--- src/rtl/storage_arb_pkg.sv ---
// Shared types and helpers for the storage access arbiter.
// Holds the FSM state enum and the round-robin pick function.
package storage_arb_pkg;

    localparam int DEF_DATA_W = 8;
    localparam int DEF_ADDR_W = 2;
    localparam int MAX_REQ    = 8;

    typedef enum logic [1:0] {
        IDLE,
        GRANT,
        RESP
    } state_t;

    // First set bit above 'last', wrapping within n requesters.
    function automatic logic [MAX_REQ-1:0] rr_pick(
        input logic [MAX_REQ-1:0] req,
        input logic [2:0]         last,
        input int                 n
    );
        logic [MAX_REQ-1:0] pick;
        logic               found;
        logic [2:0]         idx;
        pick  = '0;
        found = 1'b0;
        for (int k = 1; k <= MAX_REQ; k++) begin
            idx = 3'((int'(last) + k) % n);
            if (k <= n && !found && req[idx]) begin
                pick[idx] = 1'b1;
                found     = 1'b1;
            end
        end
        return pick;
    endfunction

endpackage

--- src/rtl/storage_access_arbiter_bank.sv ---
// Register-based storage bank with one write port and a
// registered, enable-held read port; clears on reset.
module storage_bank
    import storage_arb_pkg::*;
#(
    parameter int DATA_W = DEF_DATA_W,
    parameter int ADDR_W = DEF_ADDR_W
) (
    input  logic              clk,
    input  logic              rst_n,
    input  logic              we,
    input  logic [ADDR_W-1:0] waddr,
    input  logic [DATA_W-1:0] wdata,
    input  logic              re,
    input  logic [ADDR_W-1:0] raddr,
    output logic [DATA_W-1:0] rdata
);

    localparam int DEPTH = 2 ** ADDR_W;

    logic [DATA_W-1:0] mem [DEPTH];

    // Word array: indexed write, whole bank zeroed on reset.
    always_ff @(posedge clk or negedge rst_n) begin
        if (!rst_n) begin
            for (int i = 0; i < DEPTH; i++) begin
                mem[i] <= '0;
            end
        end else if (we) begin
            mem[waddr] <= wdata;
        end
    end

    // Read register: only moves on a read, so data holds between reads.
    always_ff @(posedge clk or negedge rst_n) begin
        if (!rst_n) begin
            rdata <= '0;
        end else if (re) begin
            rdata <= mem[raddr];
        end
    end

endmodule

--- src/rtl/storage_access_arbiter.sv ---
// Round-robin arbiter sharing one storage bank among requesters.
// IDLE picks a winner, GRANT performs the access, RESP returns read data.
module storage_access_arbiter
    import storage_arb_pkg::*;
#(
    parameter int NUM_REQ = 4,
    parameter int DATA_W  = DEF_DATA_W,
    parameter int ADDR_W  = DEF_ADDR_W
) (
    input  logic                      clk,
    input  logic                      rst_n,
    input  logic [NUM_REQ-1:0]        req,
    input  logic [NUM_REQ-1:0]        req_we,
    input  logic [NUM_REQ*ADDR_W-1:0] req_addr,
    input  logic [NUM_REQ*DATA_W-1:0] req_wdata,
    output logic [NUM_REQ-1:0]        gnt,
    output logic [NUM_REQ-1:0]        rvalid,
    output logic [DATA_W-1:0]         rdata,
    output logic                      busy
);

    state_t              state_q, state_d;
    logic [NUM_REQ-1:0]  owner_q, owner_d;
    logic [2:0]          last_q, last_d;
    logic                cmd_we_q, cmd_we_d;
    logic [ADDR_W-1:0]   cmd_addr_q, cmd_addr_d;
    logic [DATA_W-1:0]   cmd_wdata_q, cmd_wdata_d;
    logic [MAX_REQ-1:0]  pick;
    logic [2:0]          win;

    assign pick = rr_pick(MAX_REQ'(req), last_q, NUM_REQ);

    // One-hot winner to index, remembered as the new rotation point.
    always_comb begin
        win = '0;
        for (int i = 0; i < MAX_REQ; i++) begin
            if (pick[i]) win = 3'(i);
        end
    end

    // Next state; the winner's command is captured on leaving IDLE.
    always_comb begin
        state_d     = state_q;
        owner_d     = owner_q;
        last_d      = last_q;
        cmd_we_d    = cmd_we_q;
        cmd_addr_d  = cmd_addr_q;
        cmd_wdata_d = cmd_wdata_q;
        unique case (state_q)
            IDLE: begin
                if (|req) begin
                    state_d = GRANT;
                    last_d  = win;
                    owner_d = pick[NUM_REQ-1:0];
                    for (int i = 0; i < NUM_REQ; i++) begin
                        if (pick[i]) begin
                            cmd_we_d    = req_we[i];
                            cmd_addr_d  = req_addr[i*ADDR_W +: ADDR_W];
                            cmd_wdata_d = req_wdata[i*DATA_W +: DATA_W];
                        end
                    end
                end
            end
            GRANT:   state_d = cmd_we_q ? IDLE : RESP;
            RESP:    state_d = IDLE;
            default: state_d = IDLE;
        endcase
    end

    // State and command registers; reset points rotation at requester 0.
    always_ff @(posedge clk or negedge rst_n) begin
        if (!rst_n) begin
            state_q     <= IDLE;
            owner_q     <= '0;
            last_q      <= 3'(NUM_REQ - 1);
            cmd_we_q    <= 1'b0;
            cmd_addr_q  <= '0;
            cmd_wdata_q <= '0;
        end else begin
            state_q     <= state_d;
            owner_q     <= owner_d;
            last_q      <= last_d;
            cmd_we_q    <= cmd_we_d;
            cmd_addr_q  <= cmd_addr_d;
            cmd_wdata_q <= cmd_wdata_d;
        end
    end

    assign gnt    = (state_q == GRANT) ? owner_q : '0;
    assign rvalid = (state_q == RESP)  ? owner_q : '0;
    assign busy   = (state_q != IDLE);

    storage_bank #(
        .DATA_W (DATA_W),
        .ADDR_W (ADDR_W)
    ) u_bank (
        .clk   (clk),
        .rst_n (rst_n),
        .we    (state_q == GRANT && cmd_we_q),
        .waddr (cmd_addr_q),
        .wdata (cmd_wdata_q),
        .re    (state_q == GRANT && !cmd_we_q),
        .raddr (cmd_addr_q),
        .rdata (rdata)
    );

endmodule

--- config.mk ---
export PLATFORM = sky130hd
export DESIGN_NAME = storage_access_arbiter
export DESIGN_NICKNAME = d
export VERILOG_FILES = /design/src/rtl/storage_arb_pkg.sv /design/src/rtl/storage_access_arbiter_bank.sv /design/src/rtl/storage_access_arbiter.sv
export SDC_FILE = /design/constraint.sdc
export NUM_CORES = 1
export LEC_CHECK = 0
export ABC_AREA = 0
export BUFFER_PORTS_ARGS = -buffer_cell sky130_fd_sc_hd__buf_2
export CAP_MARGIN = 20
export CORE_ASPECT_RATIO = 1.1
export CORE_MARGIN = 2
export CORE_UTILIZATION = 30
export DETAILED_ROUTE_END_ITERATION = 16
export PLACE_DENSITY_LB_ADDON = 0.2
export SETUP_SLACK_MARGIN = 0.05
export SKIP_CTS_REPAIR_TIMING = 1
export SYNTH_ARGS = -nofsm -noshare
export SYNTH_HDL_FRONTEND = slang
export SYNTH_SLANG_ARGS = --single-unit
--- constraint.sdc ---
create_clock -name clk -period 3.6 [get_ports clk]
set_input_delay 0.72 -clock clk [delete_from_list [all_inputs] [get_ports clk]]
set_output_delay 0.72 -clock clk [all_outputs]
set_load 0.03 [all_outputs]
# Word-level counts from Yosys, hierarchy flattened
# Index checks and enable logic that the tools add are counted.
# classes
add_sub_neg	4
n_lt_le_gt_ge	10
n_eq_ne	3
mux	53
bitwise	8
reduce_logical	24
# op_table
operator	count
8-bit two-way mux	11
32-bit bitwise mux	1
2-bit two-way mux	12
8-bit bitwise OR	3
8-bit binary-select mux with 2-bit select	1
8-bit demux with 2-bit select	1
3-bit by 4-bit less-than comparator with 1-bit output (second input constant)	4
1-bit two-way mux	16
1-bit binary-select mux with 3-bit select	4
1-bit demux with 3-bit select	4
3-bit by 1-bit >= comparator with 1-bit output (second input constant)	4
1-bit logical AND	10
4-bit two-way mux	2
2-bit OR reduction	4
2-bit by 1-bit adder with 2-bit output (second input constant)	2
2-bit adder (second input constant)	2
1-bit AND (first input constant)	4
1-bit zero test	4
2-bit case mux with 2 select lines	1
4-bit nonzero test	1
4-bit OR reduction	1
3-bit >= comparator (second input constant)	1
3-bit by 1-bit less-than comparator with 1-bit output (second input constant)	1
2-bit inverter with 3-bit output	1
other kinds (7)	7
# word_totals
ff_bits	59
in_bits	50
elab_cells	113

# Logic depth before layout (Yosys ltp)
# Gate-level depths: netlist of run 1.
# logic_depth
ltp_word	22
depth_mapped	9
mapped_depth_nobuf	8

# Hierarchy
# From an unflattened synthesis of run 1, not the netlist that was laid out.
# unflattened
cells_unflattened	300
area_unflattened_um2	3404.5
# by_module_without_submodules
mod	instances	cells_per_inst	area_per_inst_um2	seq_area_each_um2
storage_bank	1	113	1719.1	1001.0
storage_access_arbiter	1	187	1685.4	478.0

# Least setup slack after synthesis of run 1
# OpenSTA, ideal clock, no wires.
# synth_path
path_kind	register -> register
start	reg last_q[0]
end	reg cmd_wdata_q[0]
setup_ps	86
arrival_time_ps	2964
setup_slack_ps	551
path_stages_with_launch	10
n_path_buf	1
synth_period_minus_slack_ps	3049
cell_sequence	dfstp_2 > inv_1 > ha_1 > mux4_2 > nor2b_1 > a221oi_2 > o2bb2ai_2 > or4_4 > buf_6 > a32oi_1
# synth_between
elab_chain_len	18
elab_cells_between_ends	61
# synth_rtl
element	line	text
from (decl)	storage_access_arbiter.sv:24	logic [2:0] last_q, last_d;
from (signal assigned)	storage_access_arbiter.sv:75	last_q <= 3'(NUM_REQ - 1);
from (signal assigned)	storage_access_arbiter.sv:82	last_q <= last_d;
parallel branches: the longest is 14 deep, another holds 3-bit by 4-bit less-than comparator with 1-bit output	n/a	
8-bit two-way mux *	storage_arb_pkg.sv:28	if (k <= n && !found && req[idx]) begin
8-bit two-way mux (3 in series)	storage_access_arbiter.sv:56	if (pick[i]) begin
to (signal assigned)	storage_access_arbiter.sv:85	cmd_wdata_q <= cmd_wdata_d;
to (decl)	storage_access_arbiter.sv:27	logic [DATA_W-1:0] cmd_wdata_q, cmd_wdata_d;
# Every way passes the cells marked *. The select of a mux whose other input is x is not followed.
# A chain may end at the register's enable or synchronous reset.

# Worst setup path in the final report of run 1
# layout_path
start	reg last_q[1]
end	reg cmd_wdata_q[3]
# Same word-level chain as after synthesis.

==> flow_summary.yaml, run 1 <==
run_status:
  status: "finished clean"
worst_setup_path:
  endpoint_kind: "flop"
  setup.worst_path.start_class: "flop"
  critical_path.cell_chain: "inv_1, ha_1, mux4_2, nor2b_1, a221oi_2, o2bb2ai_4, or4_4, a32oi_1"
  r2r_slack_ps: 260
  crit_fanout: 15
  rr_worst_depth: 8
  required_ps: 3840
  crit_buf_inv: 1
  critPathKind: "flop to flop"
  max_stage_delay_ps: 670
  r2r_end: "cmd_wdata_q[3]"
  slowest_stage: "or4_4"
  cp.arrival_ps: 3580
  r2r_start: "last_q[1]"
  path_delay_family: "simple AND/OR/NAND/NOR gates"
place:
  dpl.hpwl_mm: 6.13
  numPortBuffers: 66
  gp_congestion: 0.746
worst_hold_path:
  hp-start: "u_bank.mem[19]"
  whs_endpoint: "u_bank.mem[19]"
  min_path_type: "flop to flop"
  whs_path_depth: 2
global_routing:
  grt_pass1_vias: 2607
  grt_usage: 0.153
  grt_max_degree: 43
  grt_pass1_wl_mm: 13.9
  grt-ovfl-total: 0
  antenna_found_initial: 0
synthesis:
  ys_seq_area_frac: 0.449
  async_flop_share: 1.00
  synth-compound-area-share: 0.199
  synth_cell_types: 41
  synthAdderAreaFrac: 0.0304
  avgSynthCellArea_um2: 11.2
  muxShareOfSynthArea: 0.164
  synth_nets: 352
  yosys.area_share.simple: 0.114
  syn_inst: 294
  ys_ff_latch: 59
  yosys_warnings: 0
  synthesis.area_mm2: 0.00329
  synth_xor_area_frac: 0
  synth_edf_count: 0
  ys.flop_type: "dfrtp_1"
  synth_top_family_by_area: "compound AO/OA/AOI/OAI gates"
drt:
  met3WireLength_um: 342
  wl_per_cell_um: 16.5
  wl_met1_mm: 3.94
  vias: 2552
  top_layer_used: "met4"
  first_pass_iters: 6
  ant_nets: 0
  vias_per_cell: 4.94
  wl_met2_mm: 4.08
  drt_drc_violations_left: 0
  first_iter_violations: 136
  wirelength_mm: 8.51
sta:
  fin_crit_sh: 0.928
  holdWs_ps: 472
  rsz0062_at_grt: "no"
  fmax_mhz: 299
  min_period_ps: 3340
  tns_ps: 0
  worstMarginPinSlew_ps: 947
  finalSetupViolCount: 0
  hold_violations: 0
  clock_skew_ps: 5.91
  maxSlewViolCount: 0
  relSlewSlack: 0.369
cts:
  cts_max_level: 3
  cts_tree: "built"
  clkTransAtPathRegs_ps: 50
  clockRootBuffer: "clkbuf_16"
  numCtsBuffers: 9
  clockBufferDepth: 2
  insertion_delay_ps: 320
  cts_sinks: 59
floorplanning:
  die_h_um: 114
  dieArea_mm2: 0.0118
  initial_core_util: 0.305
  rows: 40
  die_w_um: 104
  coreArea_mm2: 0.0108
  io-pin-count: 67
flow_run:
  maxCapViolations: 0
power_and_ir_drop:
  power_frac_clock: 0.195
  p_int_uw: 2700
  pwr-share-comb: 0.527
  power_density_mw_per_mm2: 1100
  swShare: 0.412
  power_frac_seq: 0.278
  p_sw_uw: 1890
  p_leak_uw: 0.00186
  ir_worst_vdd_uv: 477
final_layout:
  drive_gt1_frac: 0.370
  nFillCells: 1088
  synthToLayoutAreaGrowth_pct: 26.3
  final_nets: 423
  diodes: 0
-- cell type report --
class | count | area, um^2 | share of cell area
inverter | 17 | 63.8 | 0.0153
multi-input combinational | 201 | 1700 | 0.408
clock inverter | 5 | 77.6 | 0.0187
tap | 147 | 184 | 0.0442
timing repair buffer | 77 | 425 | 0.102
clock buffer | 11 | 233 | 0.0560
sequential | 59 | 1480 | 0.356
-- synth_stat cells, types with 9 or more instances --
master | count | area share
o21ai_0 | 20 | 0.030
a21oi_1 | 16 | 0.024
clkbuf_1 | 9 | 0.010
mux2_2 | 26 | 0.089
mux4_2 | 11 | 0.075
nand2_1 | 20 | 0.023
nor3b_1 | 12 | 0.027
o21bai_1 | 11 | 0.025
dfrtp_1 | 57 | 0.43
inv_1 | 17 | 0.019
o21a_1 | 11 | 0.025
and2_1 | 9 | 0.017
a32oi_1 | 11 | 0.029
-- power by group through the flow --
stage               clock, uW  combinational [uW]  sequential (uW)
floorplan                   0                1750             1260
global placement            0                2350             1290
detailed placement          0                2390             1310
CTS                       917                2400             1290
global route              945                2670             1330
finish                    894                2420             1270
-- through the flow --
stage	instance area, um^2	instances	total power [uW]	utilization	setup slack, ps
after global placement	3820	499	3640	0.353	280
after detailed placement	3820	499	3690	0.353	222
final	4160	517	4590	0.385	260
after CTS	4130	515	4610	0.382	198
after global routing	4160	517	4950	0.385	100
after floorplan	3290	294	3010	-	551
-- worst reg2reg max path, stage by stage (launching register included) --
cell and delay, ps:
dfstp_2 630, inv_1 130, ha_1 340, mux4_2 530, nor2b_1 170, a221oi_2 360
o2bb2ai_4 210, or4_4 670, a32oi_1 220
-- registers in the layout, summed over array words and instances, names as in the netlist --
name and count:
cmd_addr_q 2, last_q 2, u_bank.mem 32, u_bank.rdata 8, owner_q 4, cmd_wdata_q 8, state_q 2, cmd_we_q 1
-- placed cells by master (no fill, tap or decap), types with 12 or more instances in the layout --
cell / count
inv_1: 17
nand2_1: 20
buf_2: 66
dfrtp_1: 57
a21oi_1: 16
nor3b_1: 12
mux2_2: 26
o21ai_0: 20
-- cell families (layout without fill, tap and decap cells) --
kind of cell,after synthesis,count (layout)
mux,37,37
buf+inv,34,110
flops,59,59
compound gates,92,92
simple gates,64,64
fa+ha+maj,8,8
-- metal layers --
layer | GRT usage | up-vias
met3 | 0.0389 | 9
met2 | 0.250 | 58
met4 | 0.0586 | 0
met5 | 0 | -
met1 | 0.196 | 1240
li1 | - | 1245
-- worst max-delay path by stage --
stage               depth (start not counted)        endpoint      start
floorplan                                   9  cmd_wdata_q[0]  last_q[0]
global placement                            8        cmd_we_q  last_q[0]
detailed placement                          8   cmd_addr_q[1]  last_q[0]
CTS                                         8        cmd_we_q  last_q[0]
global route                                8        cmd_we_q  last_q[1]
finish                                      8  cmd_wdata_q[3]  last_q[1]
Note: power is estimated with default switching activity, not from simulation.
==> run 2, diff against run 1 <==
- CELL_PAD_IN_SITES_DETAIL_PLACEMENT: default -> 1
- CELL_PAD_IN_SITES_GLOBAL_PLACEMENT: default -> 1
- CORE_UTILIZATION: 30 -> 43
==> run 2 against run 1 <==
Compared with the run above: sequential share of layout area up 1.9 points; combinational power up 3%; sequential power about the same; worst hold slack worse by 28 ps; clock skew up 0.82 ps; non-clock buffer count up 2; first-iteration DRC count down 43%; via count up 4.2%; register-to-register slack worse by 20 ps; largest cell class unchanged.
==> flow_summary.yaml, run 2 (same netlist as run 1, synthesis figures left out) <==
sta:
  min_period_ps: 3360
  clock_skew_ps: 6.73
  finalSetupViolCount: 0
  rsz0062_at_grt: "no"
  hold_violations: 0
  worstMarginPinSlew_ps: 890
  tns_ps: 0
  maxSlewViolCount: 0
  fin_crit_sh: 0.934
  fmax_mhz: 297
  relSlewSlack: 0.402
  holdWs_ps: 444
power_and_ir_drop:
  p_int_uw: 2370
  p_leak_uw: 0.00181
  ir_worst_vdd_uv: 612
  power_density_mw_per_mm2: 1090
  swShare: 0.448
  power_frac_clock: 0.117
  pwr-share-comb: 0.580
  power_frac_seq: 0.303
  p_sw_uw: 1920
final_layout:
  largest_register: "u_bank.mem"
  final_common_cell: "buf_2"
  top_regs: "u_bank.mem x32, cmd_wdata_q x8, u_bank.rdata x8"
  seq_area_mm2: 0.00148
  drive_gt1_frac: 0.376
  largest_reg_flops: 32
  final_cell_mix: "buf_2 (66), dfrtp_1 (57), mux2_2 (26), nand2_1 (20), o21ai_0 (20)"
  synthToLayoutAreaGrowth_pct: 20.0
  nFillCells: 849
  final_nets: 425
  multi_input_area_mm2: 0.00169
  diodes: 0
cts:
  cts_tree: "built"
  clkTransAtPathRegs_ps: 70
  clockBufferDepth: 2
  cts_sinks: 59
  clockRootBuffer: "clkbuf_8"
  cts_max_level: 3
  numCtsBuffers: 9
  insertion_delay_ps: 340
worst_setup_path:
  endpoint_kind: "flop"
  max_stage_delay_ps: 670
  r2r_start: "last_q[0]"
  critical_path.cell_chain: "inv_1, ha_1, mux4_2, nor2b_1, a221oi_2, o2bb2ai_2, buf_4, o41ai_2, buf_4, a32oi_1"
  crit_path_end: "cmd_wdata_q[0]"
  slowest_stage: "dfstp_2"
  cp.depth: 10
  setup.worst_path.start_class: "flop"
  r2r_end: "cmd_wdata_q[0]"
  path_delay_family: "compound AO/OA/AOI/OAI gates"
  crit_fanout: 11
  critPathLaunch: "last_q[0]"
  path_common_cell: "buf_4"
  rr_worst_depth: 10
  critPathKind: "flop to flop"
  cp.arrival_ps: 3550
  r2r_slack_ps: 240
  required_ps: 3780
  crit_buf_inv: 3
drt:
  wl_per_cell_um: 19.1
  wirelength_mm: 8.77
  vias_per_cell: 5.80
  drt_drc_violations_left: 0
  ant_nets: 0
  first_iter_violations: 78
  first_pass_iters: 4
  vias: 2660
global_routing:
  antenna_found_initial: 0
  grt_max_degree: 32
  grt_pass1_wl_mm: 14.2
  grt_pass1_vias: 2781
  grt_usage: 0.225
  grt-ovfl-total: 0
floorplanning:
  die_h_um: 95.8
  initial_core_util: 0.443
  coreArea_mm2: 0.00743
  die_w_um: 87.4
  dieArea_mm2: 0.00837
  io-pin-count: 67
  rows: 33
place:
  numPortBuffers: 66
  dpl.hpwl_mm: 6.48
  gp_congestion: 0.822
run_status:
  status: "finished clean"
worst_hold_path:
  min_path_type: "primary input to async pin"
flow_run:
  maxCapViolations: 0
-- run 2: changes by cell type in the layout (fill, tap and decap cells not counted), sizes merged --
cell	change
clkinv	+3
buf	+2
clkbuf	-1
bufinv	-2
-- run 2: power by group through the flow --
stage	combinational, uW	clock (uW)	sequential [uW]
2_1_floorplan	1750	0	1260
3_3_place_gp	2400	0	1280
3_5_place_dp	2480	0	1310
4_1_cts	2500	517	1300
5_1_grt	2730	542	1350
6_report	2490	503	1300
-- run 2: how the worst min path moves through the flow --
stage,start,endpoint,cells past startpoint
floorplan,rst_n,cmd_addr_q[0],0
global placement,u_bank.mem[3],u_bank.mem[3],2
detailed placement,u_bank.mem[21],u_bank.mem[21],2
CTS,rst_n,u_bank.mem[0],1
global route,rst_n,u_bank.mem[14],1
finish,rst_n,u_bank.rdata[1],1
-- run 2: final cells by class --
type | count | area share
multi-input cells | 201 | 0.427
clock inverters | 6 | 0.00824
well taps | 87 | 0.0276
flip-flops and latches | 59 | 0.374
clock buffers | 10 | 0.0323
inverters | 17 | 0.0162
repair buffers | 79 | 0.115
-- run 2: per-stage QoR --
stage / worst slack, ps / cells / area, um^2 / util / total power, uW
final: 237 / 459 / 3950 / 0.531 / 4290
after global routing: 83.7 / 459 / 3950 / 0.531 / 4630
after CTS: 249 / 459 / 3950 / 0.531 / 4310
after detailed placement: 271 / 443 / 3790 / 0.510 / 3800
after global placement: 396 / 443 / 3790 / 0.510 / 3680
after floorplan: 551 / 294 / 3290 / - / 3010
-- run 2: routing by layer --
metal	GRT usage	up-vias	part of all wire
met5	0	-	0
met4	0.0923	0	0.020
met3	0.0403	12	0.039
met2	0.369	75	0.49
met1	0.295	1329	0.45
li1	-	1244	-
==> run 3, diff against run 2 <==
- CAP_MARGIN: 20 -> default
- CORE_MARGIN: 2 -> default
- CORE_UTILIZATION: 43 -> 45
- CTS_BUF_LIST: default -> sky130_fd_sc_hd__clkbuf_2
==> run 3 against run 2 <==
Compared with the run above: fmax shrank 1.9%; sequential power is essentially flat; first-iteration DRC count grew 27%; count of clock-buffer cells in the layout is the same; critical path type unchanged; highest routed layer unchanged.
==> flow_summary.yaml, run 3 (same netlist as run 1, synthesis figures left out) <==
final_layout:
  diodes: 0
  multi_input_area_mm2: 0.00169
  final_cell_mix: "buf_2 (66), dfrtp_1 (57), mux2_2 (26), nand2_1 (20), o21ai_0 (20)"
  top_regs: "u_bank.mem x32, cmd_wdata_q x8, u_bank.rdata x8"
  nFillCells: 811
  synthToLayoutAreaGrowth_pct: 17.0
  largest_register: "u_bank.mem"
  final_nets: 425
  largest_reg_flops: 32
  final_common_cell: "buf_2"
  seq_area_mm2: 0.00148
  drive_gt1_frac: 0.367
drt:
  wl_per_cell_um: 19.1
  first_pass_iters: 4
  drt_drc_violations_left: 0
  wirelength_mm: 8.71
  first_iter_violations: 99
  vias_per_cell: 5.86
  vias: 2670
  ant_nets: 0
sta:
  rsz0062_at_grt: "no"
  relSlewSlack: 0.501
  holdWs_ps: 278
  fin_crit_sh: 0.953
  maxSlewViolCount: 0
  clock_skew_ps: 17.2
  worstMarginPinSlew_ps: 749
  finalSetupViolCount: 0
  min_period_ps: 3430
  tns_ps: 0
  hold_violations: 0
  final.setup.worst_slack_ps: 171
  fmax_mhz: 292
worst_setup_path:
  required_ps: 3990
  setup.worst_path.start_class: "flop"
  critical_path.cell_chain: "inv_1, ha_1, mux4_2, nor2b_1, a221oi_2, o2bb2ai_4, or4_4, a32oi_1"
  endpoint_kind: "flop"
  slowest_stage: "dfstp_2"
  max_stage_delay_ps: 670
  critPathKind: "flop to flop"
  cp.arrival_ps: 3820
  crit_fanout: 15
run_status:
  status: "finished clean"
floorplanning:
  io-pin-count: 67
  rows: 32
  initial_core_util: 0.467
  die_h_um: 91.7
  dieArea_mm2: 0.00766
  die_w_um: 83.6
  coreArea_mm2: 0.00705
global_routing:
  grt_pass1_wl_mm: 14.3
  grt_pass1_vias: 2761
  grt-ovfl-total: 0
  grt_usage: 0.241
  grt_max_degree: 35
  antenna_found_initial: 0
place:
  numPortBuffers: 66
  pre_cts_ws_ps: 152
  gp_congestion: 0.794
  dpl.hpwl_mm: 6.41
power_and_ir_drop:
  p_int_uw: 2170
  ir_worst_vdd_uv: 675
  swShare: 0.468
  p_sw_uw: 1910
  power_density_mw_per_mm2: 1060
  p_leak_uw: 0.00177
  power_frac_clock: 0.077
  power_frac_seq: 0.311
  pwr-share-comb: 0.612
  p_total_uw: 4070
cts:
  cts_max_level: 3
  clockBufferDepth: 2
  numCtsBuffers: 9
  cts_tree: "built"
  clkTransAtPathRegs_ps: 160
  insertion_delay_ps: 480
  clockRootBuffer: "clkbuf_2"
  cts_sinks: 59
flow_run:
  maxCapViolations: 0
worst_hold_path:
  min_path_type: "primary input to async pin"
## run 3: cell count changes in the layout (fill, tap and decap cells not counted), sizes merged
cell	delta
clkinvlp	-1
## run 3: critical path: cells and delay by family (launching register included)
| family | cells | cell delay, ps |
|---|---|---|
| flops | 1 | 670 |
| mux | 1 | 530 |
| fa+ha+maj | 1 | 340 |
| simple gates | 2 | 840 |
| buf+inv | 1 | 130 |
| compound gates | 3 | 810 |
## run 3: layout make-up
type                       instances  share of cell area
tap                               85              0.0276
timing repair buffer              79               0.114
inverter                          17              0.0166
sequential                        59               0.384
multi-input combinational        201               0.439
clock inverter                     5             0.00552
clock buffer                      10              0.0130
## run 3: path summary, 6_finish.rpt
kind | startpoint | endpoint | slack, ps | depth (start not counted)
worst max-delay path | last_q[1] | cmd_wdata_q[5] | 170 | 8
worst min-delay path | rst_n | cmd_wdata_q[2] | 280 | 1
worst max register to register | last_q[1] | cmd_wdata_q[5] | 170 | 8
worst min register to register | u_bank.mem[2] | u_bank.mem[2] | 500 | 2
max in group asynchronous | rst_n | u_bank.mem[22] | 2610 | 2
min in group clk | u_bank.mem[2] | u_bank.mem[2] | 500 | 2
## run 3: through the flow
step	std cells	utilization	instance area, um^2
finish	456	0.547	3850
global route	456	0.547	3850
CTS	455	0.544	3830
detailed placement	440	0.534	3760
global placement	440	0.534	3760
floorplan	294	-	3290
## run 3: power by group through the flow
stage	Clock [uW]	Sequential, uW	Combinational (uW)
2_1_floorplan	0	1260	1750
3_3_place_gp	0	1280	2320
3_5_place_dp	0	1310	2430
4_1_cts	322	1290	2450
5_1_grt	350	1320	2700
6_report	313	1270	2490
## run 3: routing by layer
layer | vias up | GRT usage | share of wire
li1 | 1245 | - | -
met4 | 0 | 0.0593 | 0.0085
met1 | 1358 | 0.317 | 0.45
met5 | - | 0 | 0
met2 | 59 | 0.408 | 0.50
met3 | 8 | 0.0522 | 0.037
